### config.mk
export PLATFORM = sky130hd
export DESIGN_NAME = overdrive_shaper
export DESIGN_NICKNAME = d
export VERILOG_FILES = /design/src/rtl/overdrive_shaper.sv
export SDC_FILE = /design/constraint.sdc
export NUM_CORES = 2
export LEC_CHECK = 0
export ABC_AREA = 1
export BUFFER_PORTS_ARGS = -buffer_cell sky130_fd_sc_hd__buf_2
export CAP_MARGIN = 0
export CORE_MARGIN = 5
export CORE_UTILIZATION = 50
export CTS_BUF_LIST = sky130_fd_sc_hd__clkbuf_8
export CTS_CLUSTER_DIAMETER = 50
export DETAILED_ROUTE_END_ITERATION = 6
export GPL_TIMING_DRIVEN = 0
export PLACE_DENSITY_LB_ADDON = 0.08
export SETUP_SLACK_MARGIN = 0.3
export SKIP_CTS_REPAIR_TIMING = 1
export SLEW_MARGIN = 10
export SYNTH_ARGS = -nofsm -noshare
export SYNTH_HDL_FRONTEND = slang
export SYNTH_SLANG_ARGS = --single-unit
### constraint.sdc
create_clock -name clk -period 10 [get_ports clk]
set_input_delay 1 -clock clk [delete_from_list [all_inputs] [get_ports clk]]
set_output_delay 1 -clock clk [all_outputs]
set_load 0.03 [all_outputs]
### src/rtl/overdrive_shaper.sv
// rtl/overdrive_shaper.sv - four-stage overdrive: ramped pre-gain, then bypass/hard/soft/asymmetric shaping
module overdrive_shaper #(
  parameter int DATA_W    = 24,
  parameter int FRAC_BITS = 12,
  parameter int GAIN_W    = 8,
  parameter int GAIN_FRAC = 4,
  parameter int N_CH      = 2,
  parameter int RAMP_STEP = 1,
  localparam int CH_W     = (N_CH > 1) ? $clog2(N_CH) : 1
) (
  input  logic              clk,
  input  logic              rst,
  input  logic              in_valid,
  input  logic [DATA_W-1:0] in_sample,
  input  logic [CH_W-1:0]   in_ch,
  input  logic [1:0]        mode,
  input  logic [GAIN_W-1:0] gain_target,
  output logic              out_valid,
  output logic [DATA_W-1:0] out_sample,
  output logic [CH_W-1:0]   out_ch,
  output logic              clip_flag,
  output logic [GAIN_W-1:0] gain_cur
);
  localparam int PW = 2*DATA_W + GAIN_W;
  localparam int QW = 2*DATA_W;
  localparam logic signed [PW-1:0]     MAX_P    = {{(PW-DATA_W+1){1'b0}}, {(DATA_W-1){1'b1}}};
  localparam logic signed [DATA_W-1:0] MAX_D    = {1'b0, {(DATA_W-1){1'b1}}};
  localparam logic signed [DATA_W-1:0] T_D      = {{(DATA_W-1){1'b0}}, 1'b1} << FRAC_BITS;
  localparam logic signed [DATA_W-1:0] HALF_T_D = T_D >>> 1;
  localparam logic [GAIN_W-1:0]        UNITY    = {{(GAIN_W-1){1'b0}}, 1'b1} << GAIN_FRAC;
  localparam logic [GAIN_W-1:0]        STEP     = GAIN_W'(RAMP_STEP);

  logic [GAIN_W-1:0] gain_cur_q, gain_d, diff;

  logic                     s1_valid_q, s1_sat_q;
  logic signed [DATA_W-1:0] s1_g_q;
  logic [CH_W-1:0]          s1_ch_q;
  logic [1:0]               s1_mode_q;

  logic                     s2_valid_q, s2_sat_q, s2_big_q;
  logic signed [DATA_W-1:0] s2_g_q, s2_x2_q;
  logic [CH_W-1:0]          s2_ch_q;
  logic [1:0]               s2_mode_q;

  logic                     s3_valid_q, s3_clip_q;
  logic signed [DATA_W-1:0] s3_y_q;
  logic [CH_W-1:0]          s3_ch_q;

  logic                     out_valid_q, out_clip_q;
  logic signed [DATA_W-1:0] out_sample_q;
  logic [CH_W-1:0]          out_ch_q;

  logic signed [PW-1:0]     g_ext, gain_ext, prod1, shf1;
  logic signed [DATA_W-1:0] g1_d;
  logic                     sat1;

  logic signed [QW-1:0]     g2_ext;
  logic signed [DATA_W-1:0] x2_d;
  logic                     big2;

  logic signed [QW-1:0]       x2_ext, g3_ext;
  logic signed [DATA_W-1:0]   x3, soft_y, y3_d;
  logic signed [DATA_W+1:0]   g_e2, x3_e2, s3w;
  logic                       clip3_d;

  always_comb begin
    gain_d = gain_cur_q;
    diff   = '0;
    if (gain_target > gain_cur_q) begin
      diff   = gain_target - gain_cur_q;
      gain_d = gain_cur_q + ((diff > STEP) ? STEP : diff);
    end else if (gain_target < gain_cur_q) begin
      diff   = gain_cur_q - gain_target;
      gain_d = gain_cur_q - ((diff > STEP) ? STEP : diff);
    end
  end

  always_comb begin
    g_ext    = {{(PW-DATA_W){in_sample[DATA_W-1]}}, in_sample};
    gain_ext = {{(PW-GAIN_W){1'b0}}, gain_cur_q};
    prod1    = g_ext * gain_ext;
    shf1     = prod1 >>> GAIN_FRAC;
    sat1     = 1'b0;
    g1_d     = shf1[DATA_W-1:0];
    if (shf1 > MAX_P) begin
      g1_d = MAX_D;
      sat1 = 1'b1;
    end else if (shf1 < -MAX_P) begin
      g1_d = -MAX_D;
      sat1 = 1'b1;
    end
  end

  // Square is only consumed below threshold, so it is zeroed above it to stay in range.
  always_comb begin
    g2_ext = {{(QW-DATA_W){s1_g_q[DATA_W-1]}}, s1_g_q};
    big2   = (s1_g_q >= T_D) || (s1_g_q <= -T_D);
    x2_d   = big2 ? '0 : DATA_W'((g2_ext * g2_ext) >>> FRAC_BITS);
  end

  always_comb begin
    x2_ext = {{(QW-DATA_W){s2_x2_q[DATA_W-1]}}, s2_x2_q};
    g3_ext = {{(QW-DATA_W){s2_g_q[DATA_W-1]}}, s2_g_q};
    x3     = DATA_W'((x2_ext * g3_ext) >>> FRAC_BITS);
    g_e2   = {{2{s2_g_q[DATA_W-1]}}, s2_g_q};
    x3_e2  = {{2{x3[DATA_W-1]}}, x3};
    s3w    = g_e2 + (g_e2 <<< 1) - x3_e2;
    soft_y = s2_big_q ? (s2_g_q[DATA_W-1] ? -T_D : T_D) : DATA_W'(s3w >>> 1);
    y3_d    = s2_g_q;
    clip3_d = s2_sat_q;
    case (s2_mode_q)
      2'd1: begin
        if (s2_g_q > T_D) begin
          y3_d = T_D;   clip3_d = 1'b1;
        end else if (s2_g_q < -T_D) begin
          y3_d = -T_D;  clip3_d = 1'b1;
        end
      end
      2'd2: begin
        y3_d    = soft_y;
        clip3_d = s2_sat_q | s2_big_q;
      end
      2'd3: begin
        if (!s2_g_q[DATA_W-1]) begin
          y3_d    = soft_y;
          clip3_d = s2_sat_q | s2_big_q;
        end else if (s2_g_q < -HALF_T_D) begin
          y3_d = -HALF_T_D;  clip3_d = 1'b1;
        end
      end
      default: ;
    endcase
  end

  always_ff @(posedge clk) begin
    if (rst) begin
      gain_cur_q   <= UNITY;
      s1_valid_q   <= 1'b0;
      s2_valid_q   <= 1'b0;
      s3_valid_q   <= 1'b0;
      out_valid_q  <= 1'b0;
      out_sample_q <= '0;
      out_ch_q     <= '0;
      out_clip_q   <= 1'b0;
    end else begin
      s1_valid_q  <= in_valid;
      s2_valid_q  <= s1_valid_q;
      s3_valid_q  <= s2_valid_q;
      out_valid_q <= s3_valid_q;
      if (in_valid) begin
        gain_cur_q <= gain_d;
        s1_g_q     <= g1_d;
        s1_sat_q   <= sat1;
        s1_ch_q    <= in_ch;
        s1_mode_q  <= mode;
      end
      if (s1_valid_q) begin
        s2_g_q    <= s1_g_q;
        s2_x2_q   <= x2_d;
        s2_big_q  <= big2;
        s2_sat_q  <= s1_sat_q;
        s2_ch_q   <= s1_ch_q;
        s2_mode_q <= s1_mode_q;
      end
      if (s2_valid_q) begin
        s3_y_q    <= y3_d;
        s3_clip_q <= clip3_d;
        s3_ch_q   <= s2_ch_q;
      end
      if (s3_valid_q) begin
        out_sample_q <= s3_y_q;
        out_ch_q     <= s3_ch_q;
        out_clip_q   <= s3_clip_q;
      end
    end
  end

  assign out_valid  = out_valid_q;
  assign out_sample = out_sample_q;
  assign out_ch     = out_ch_q;
  assign clip_flag  = out_clip_q;
  assign gain_cur   = gain_cur_q;
endmodule

-- Yosys cells after proc, flatten, opt, wreduce, memory -nomap -nowiden
Index checks and enable logic that the tools add are counted.
- word-level logic and storage cells: 72
- register bits after elaboration: 145
- output and inout port bits: 35
- equal/unequal tests: 3
- $mul: 3
- reductions and logical operators: 7
- $lt $le $gt $ge: 11
- multiplexer cells: 18
- bitwise logic cells: 2
- $add $sub $neg: 6
- operator list (operator ; count):
    $mux 24 ; 6
    $mul 24x24->36 ; 2
    $pmux 24 s3 ; 1
    $mul 24x9->33 ; 1
    $mux 8 ; 4
    $gt 29x24->1 const B ; 1
    $lt 29x24->1 const B ; 1
    $add 24x25->25 ; 1
    $sub 25x24->25 ; 1
    $ge 24x14->1 const B ; 1
    $gt 24x14->1 const B ; 1
    $le 24x13->1 const B ; 1
    $lt 24x12->1 const B ; 1
    $lt 24x13->1 const B ; 1
    $sub 8x8->8 ; 3
    $mux 23 ; 1
    $gt 8x1->1 const B ; 2
    $add 8x8->8 ; 1
    $gt 8x8->1 ; 1
    $lt 8x8->1 ; 1
    $reduce_and 2->1 ; 4
    $mux 1 ; 5
    $eq 2x2->1 const B ; 2
    $pmux 1 s3 ; 1
    other kinds (6) ; 6

-- Depth between registers and ports, before layout
- depth after elaboration: 6
- mapped depth: 44
- mapped depth without buffers: 42

-- Worst setup path after synthesis
Ideal clock, no wire load.
- path type: register to register
- start: register s2_g_q[2]
- end: register s3_y_q[22] (data pin)
- arrival time: 7930 ps
- stages on the path, launching flop included: 39
- required time: 9729 ps
- path slack: 1799 ps
- period minus slack after synthesis: 8201 ps
- cell sequence: edfxtp_1 > clkbuf_1 > clkbuf_1 > nand2_1 > fa_1 > inv_1 > fa_1 > inv_1 > fa_1 > fa_1 > fa_1 > inv_1 > fa_1 > inv_1 > fa_1 > inv_1 > ha_1 > a21oi_1 > (+3 left out) > nand2_1 > nand2_1 > nand2_1 > nand2_1 > a21oi_1 > xor2_1 > fa_1 > ha_1 > nand2_1 > nor2_1 > nand3b_1 > or2_2 > nand3_1 > nand2_1 > nand2_1 > o21ai_0 > nand2_1 > o2111ai_1
- cells in the longest elaborated chain, start to end: 5
- elaborated cells between the ends (all ways): 12
- those cells by class: 2 x add/sub; 1 x mul; 3 x order compare; 6 x mux
- RTL lines (item ; line ; source):
    start: declaration ; 41 ; logic signed [DATA_W-1:0] s2_g_q, s2_x2_q;
    start signal: assignment ; 158 ; s2_g_q <= s1_g_q;
    $mul 24x24->36 / $add 24x25->25 (equally long branches) ; 104, 107 ;
    $sub 25x24->25 ; 107 ; s3w = g_e2 + (g_e2 <<< 1) - x3_e2;
    $mux 24 ; 108 ; soft_y = s2_big_q ? (s2_g_q[DATA_W-1] ? -T_D : T_D) : DATA_W'(s3w >>> 1);
    $mux 24 ; 124 ; if (!s2_g_q[DATA_W-1]) begin
    $pmux 24 s3 (*) ; 111 ; case (s2_mode_q)
    net y3_d[22] ; 62 ; logic signed [DATA_W-1:0] x3, soft_y, y3_d;
    end signal: assignment ; 166 ; s3_y_q <= y3_d;
    end: declaration ; 46 ; logic signed [DATA_W-1:0] s3_y_q;
The timed path passes the listed nets; every way through them passes the cells marked *.
A chain may end at the register's enable or synchronous reset.

-- Final worst setup path
- start: register s2_g_q[18]
- end: register s3_y_q[22] (data pin)
The elaborated chain is that of the path after synthesis.

==> results.md <==
- Commonest non-fill, non-tap cell in the layout: sky130_fd_sc_hd__inv_1
- Die boundary height: 323 um
- Layout overhead on the synthesized area: 5.95%
- Post-synthesis register bit count: 145
- Iter 0 DRT Violations: 2452
- Endpoint required time on the critical path: 10210 ps
- Summed instance area of the synthesized netlist: 49000 um^2
- Synth Net Count: 7763
- TritonCTS sink count: 145
- Grt ovf: 0
- Startpoint-to-endpoint class of the critical path: register to register
- Rel. slew slack: 0.327
- Slew at the pin with the worst max-slew slack: 1010 ps
- Worst slack at placement: -844 ps
- Max Buffers Root-to-Sink: 2
- Average size of a mapped cell: 7.74 um^2
- Critical path peak fanout: 10
- Shortest clock period the worst path allows after layout: 9610 ps
- Final setup margin: 388 ps
- Design area: 52000 um^2
- Startpoint type of the worst setup path: register
- Via count of the first global-routing pass: 40400
- CTS tree: yes
- Number of iterations in the first detailed-routing pass: 6
- Most used cell along the critical path: sky130_fd_sc_hd__fa_1
- Cell variety after synth: 53
- Number of top-level pins: 73
- Count of standard-cell rows: 114
- Total DRC errors in the routed layout: 0
- Area after detailed placement: 50900 um^2
- Buffering stage count on the worst path with inverters included: 6
- Routed WL per cell: 19.0 um
- Routed via count: 38800
- Clock H-tree levels: 4
- Class of the most critical hold timing path: register to register
- Most frequent cells in the layout: sky130_fd_sc_hd__inv_1 (2013), sky130_fd_sc_hd__nand2_1 (1563), sky130_fd_sc_hd__fa_1 (1040)
- Slowest-stage cell, CP: sky130_fd_sc_hd__fa_1
- Wire length of the first global-routing pass: 230000 um
- Non-filler cells in the finished layout: 7724
- Outcome: completed
- Number of buffers added on ports: 49
- Tcrit/Tclk final: 0.961
- Share of layout cells above drive strength 1: 0.0496
- Largest net degree at the start of global routing: 32
- Data arrival, critical path: 9820 ps
- GRT Overall Usage: 0.289
- Vias per cell: 5.03
- Delay of the slowest critical-path stage: 570 ps
- Post-Synthesis Cells: 6333
- Reg2reg setup slack: 390 ps
- Delay-heaviest family, CP: adder cells
- Total of warnings raised by yosys: 0
- Sequential-to-total area share from yosys stat: 0.0810
- Final setup violating endpoints: 0
- Clock root cell: sky130_fd_sc_hd__clkbuf_8
- Total wire length: 147000 um
- Clock insertion delay at the later pin of the skew report: 500 ps
- Maximum clock skew at final layout: 31.2 ps
- Proportion of register bits with asynchronous set or reset after synthesis: 0
- Final weighted congestion in routability-driven placement: 1.01
- Area enclosed by the die boundary: 104000 um^2
- Antenna violations before repair: 2
- Post-placement cell count: 7660
- Type of element capturing the critical path: register
- Post-detailed-route count of antenna-violating nets: 0
- Setup TNS: 0 ps
- Worst-path clk slew: 110 ps
- Number of slew-limit violations in the final report: 0
- Fmax achieved: 0.104 GHz
- Max Cap Violations: 0
- Num CTS Buffers: 17
- Unrepaired setup endpoints after global routing: true
- Final net count: 7863
- Effective utilization at floorplan: 0.506
- Width of the die: 323 um
- Count of flip-flops with a built-in enable after synthesis: 107
- Final Hold Fails: 0
- Area inside the core boundary: 97000 um^2
- Detail Placement HPWL: 127000 um
- Leading register cell type out of synthesis: sky130_fd_sc_hd__edfxtp_1
## worst reg2reg max path: cells and delay by family (launching register included)
| family | cells | cell delay (ps) |
|---|---|---|
| xor+xnor | 1 | 300 |
| simple gates | 10 | 1370 |
| flops | 1 | 550 |
| fa+ha+maj | 10 | 4810 |
| compound gates | 6 | 1340 |
| buf+inv | 6 | 920 |
## routing by layer
layer  up-vias  wire length [um]  global-route usage
met4         0              6220               0.101
met5         -                 0                   0
met2      1193             72000               0.506
li1      18300                 -                   -
met3       286              9150              0.0397
met1     19100             59200               0.369
## synthesized netlist by cell type (14+ instances only)
| cell | instances | share of area |
|---|---|---|
| sky130_fd_sc_hd__nand4_1 | 38 | 0.0048 |
| sky130_fd_sc_hd__a21oi_1 | 184 | 0.019 |
| sky130_fd_sc_hd__xor2_1 | 52 | 0.0093 |
| sky130_fd_sc_hd__inv_1 | 2014 | 0.15 |
| sky130_fd_sc_hd__nor2_1 | 211 | 0.016 |
| sky130_fd_sc_hd__or2_2 | 16 | 0.0020 |
| sky130_fd_sc_hd__a31oi_1 | 14 | 0.0018 |
| sky130_fd_sc_hd__buf_1 | 22 | 0.0017 |
| sky130_fd_sc_hd__edfxtp_1 | 107 | 0.066 |
| sky130_fd_sc_hd__clkbuf_2 | 16 | 0.0016 |
| sky130_fd_sc_hd__xnor2_1 | 38 | 0.0068 |
| sky130_fd_sc_hd__fa_1 | 1042 | 0.43 |
| sky130_fd_sc_hd__dfxtp_1 | 38 | 0.016 |
| sky130_fd_sc_hd__ha_1 | 350 | 0.089 |
| sky130_fd_sc_hd__o21a_1 | 15 | 0.0023 |
| sky130_fd_sc_hd__nand2_1 | 1564 | 0.12 |
| sky130_fd_sc_hd__nor4_1 | 20 | 0.0026 |
| sky130_fd_sc_hd__clkbuf_1 | 177 | 0.014 |
| sky130_fd_sc_hd__nand3_1 | 118 | 0.012 |
| sky130_fd_sc_hd__a21o_1 | 20 | 0.0031 |
| sky130_fd_sc_hd__o21ai_0 | 122 | 0.012 |
| sky130_fd_sc_hd__nor3_1 | 25 | 0.0026 |
| sky130_fd_sc_hd__buf_2 | 19 | 0.0019 |
## through the flow
stage                     utilization  hold WS, ps
after floorplan                     -          400
after global placement          0.525          402
after detailed placement        0.525          405
after CTS                       0.529          430
after global routing            0.536          444
final                           0.536          428
## sequential cells by signal, summed over array words and instances (netlist names), 2 cells and up
| register | count |
|---|---|
| out_sample | 24 |
| gain_cur | 8 |
| s1_mode_q | 2 |
| s2_mode_q | 2 |
| s1_g_q | 24 |
| s2_g_q | 24 |
| s3_y_q | 24 |
| s2_x2_q | 24 |
## final timing paths
path,start,endpoint,cells past startpoint
hold reg to reg,s2_ch_q,s3_ch_q,0
setup / recovery,s2_g_q[18],s3_y_q[22],33
setup reg to reg,s2_g_q[18],s3_y_q[22],33
hold / removal,s2_ch_q,s3_ch_q,0
## cells by family after synthesis
kind of cell | after synthesis | share of synthesized area
buf+inv | 2257 | 0.174
simple gates | 2028 | 0.165
fa+ha+maj | 1392 | 0.515
compound gates | 418 | 0.0485
flops | 145 | 0.0810
xor+xnor | 92 | 0.0167
other cells | 1 | 0.0000765
## final cells by class
cell class / instances / area [um^2]
inverter: 2018 / 7580
sequential: 145 / 3970
tap: 1276 / 1600
antenna: 2 / 5.00
buffer: 239 / 1180
fill: 9571 / 45000
multi-input combinational: 3931 / 36700
clock buffer: 17 / 234
clock inverter: 15 / 179
timing repair buffer: 81 / 543
Power is left out: the tool's default activity adds up to more than one toggle a clock period on the data nets, which glitch-free logic cannot reach.
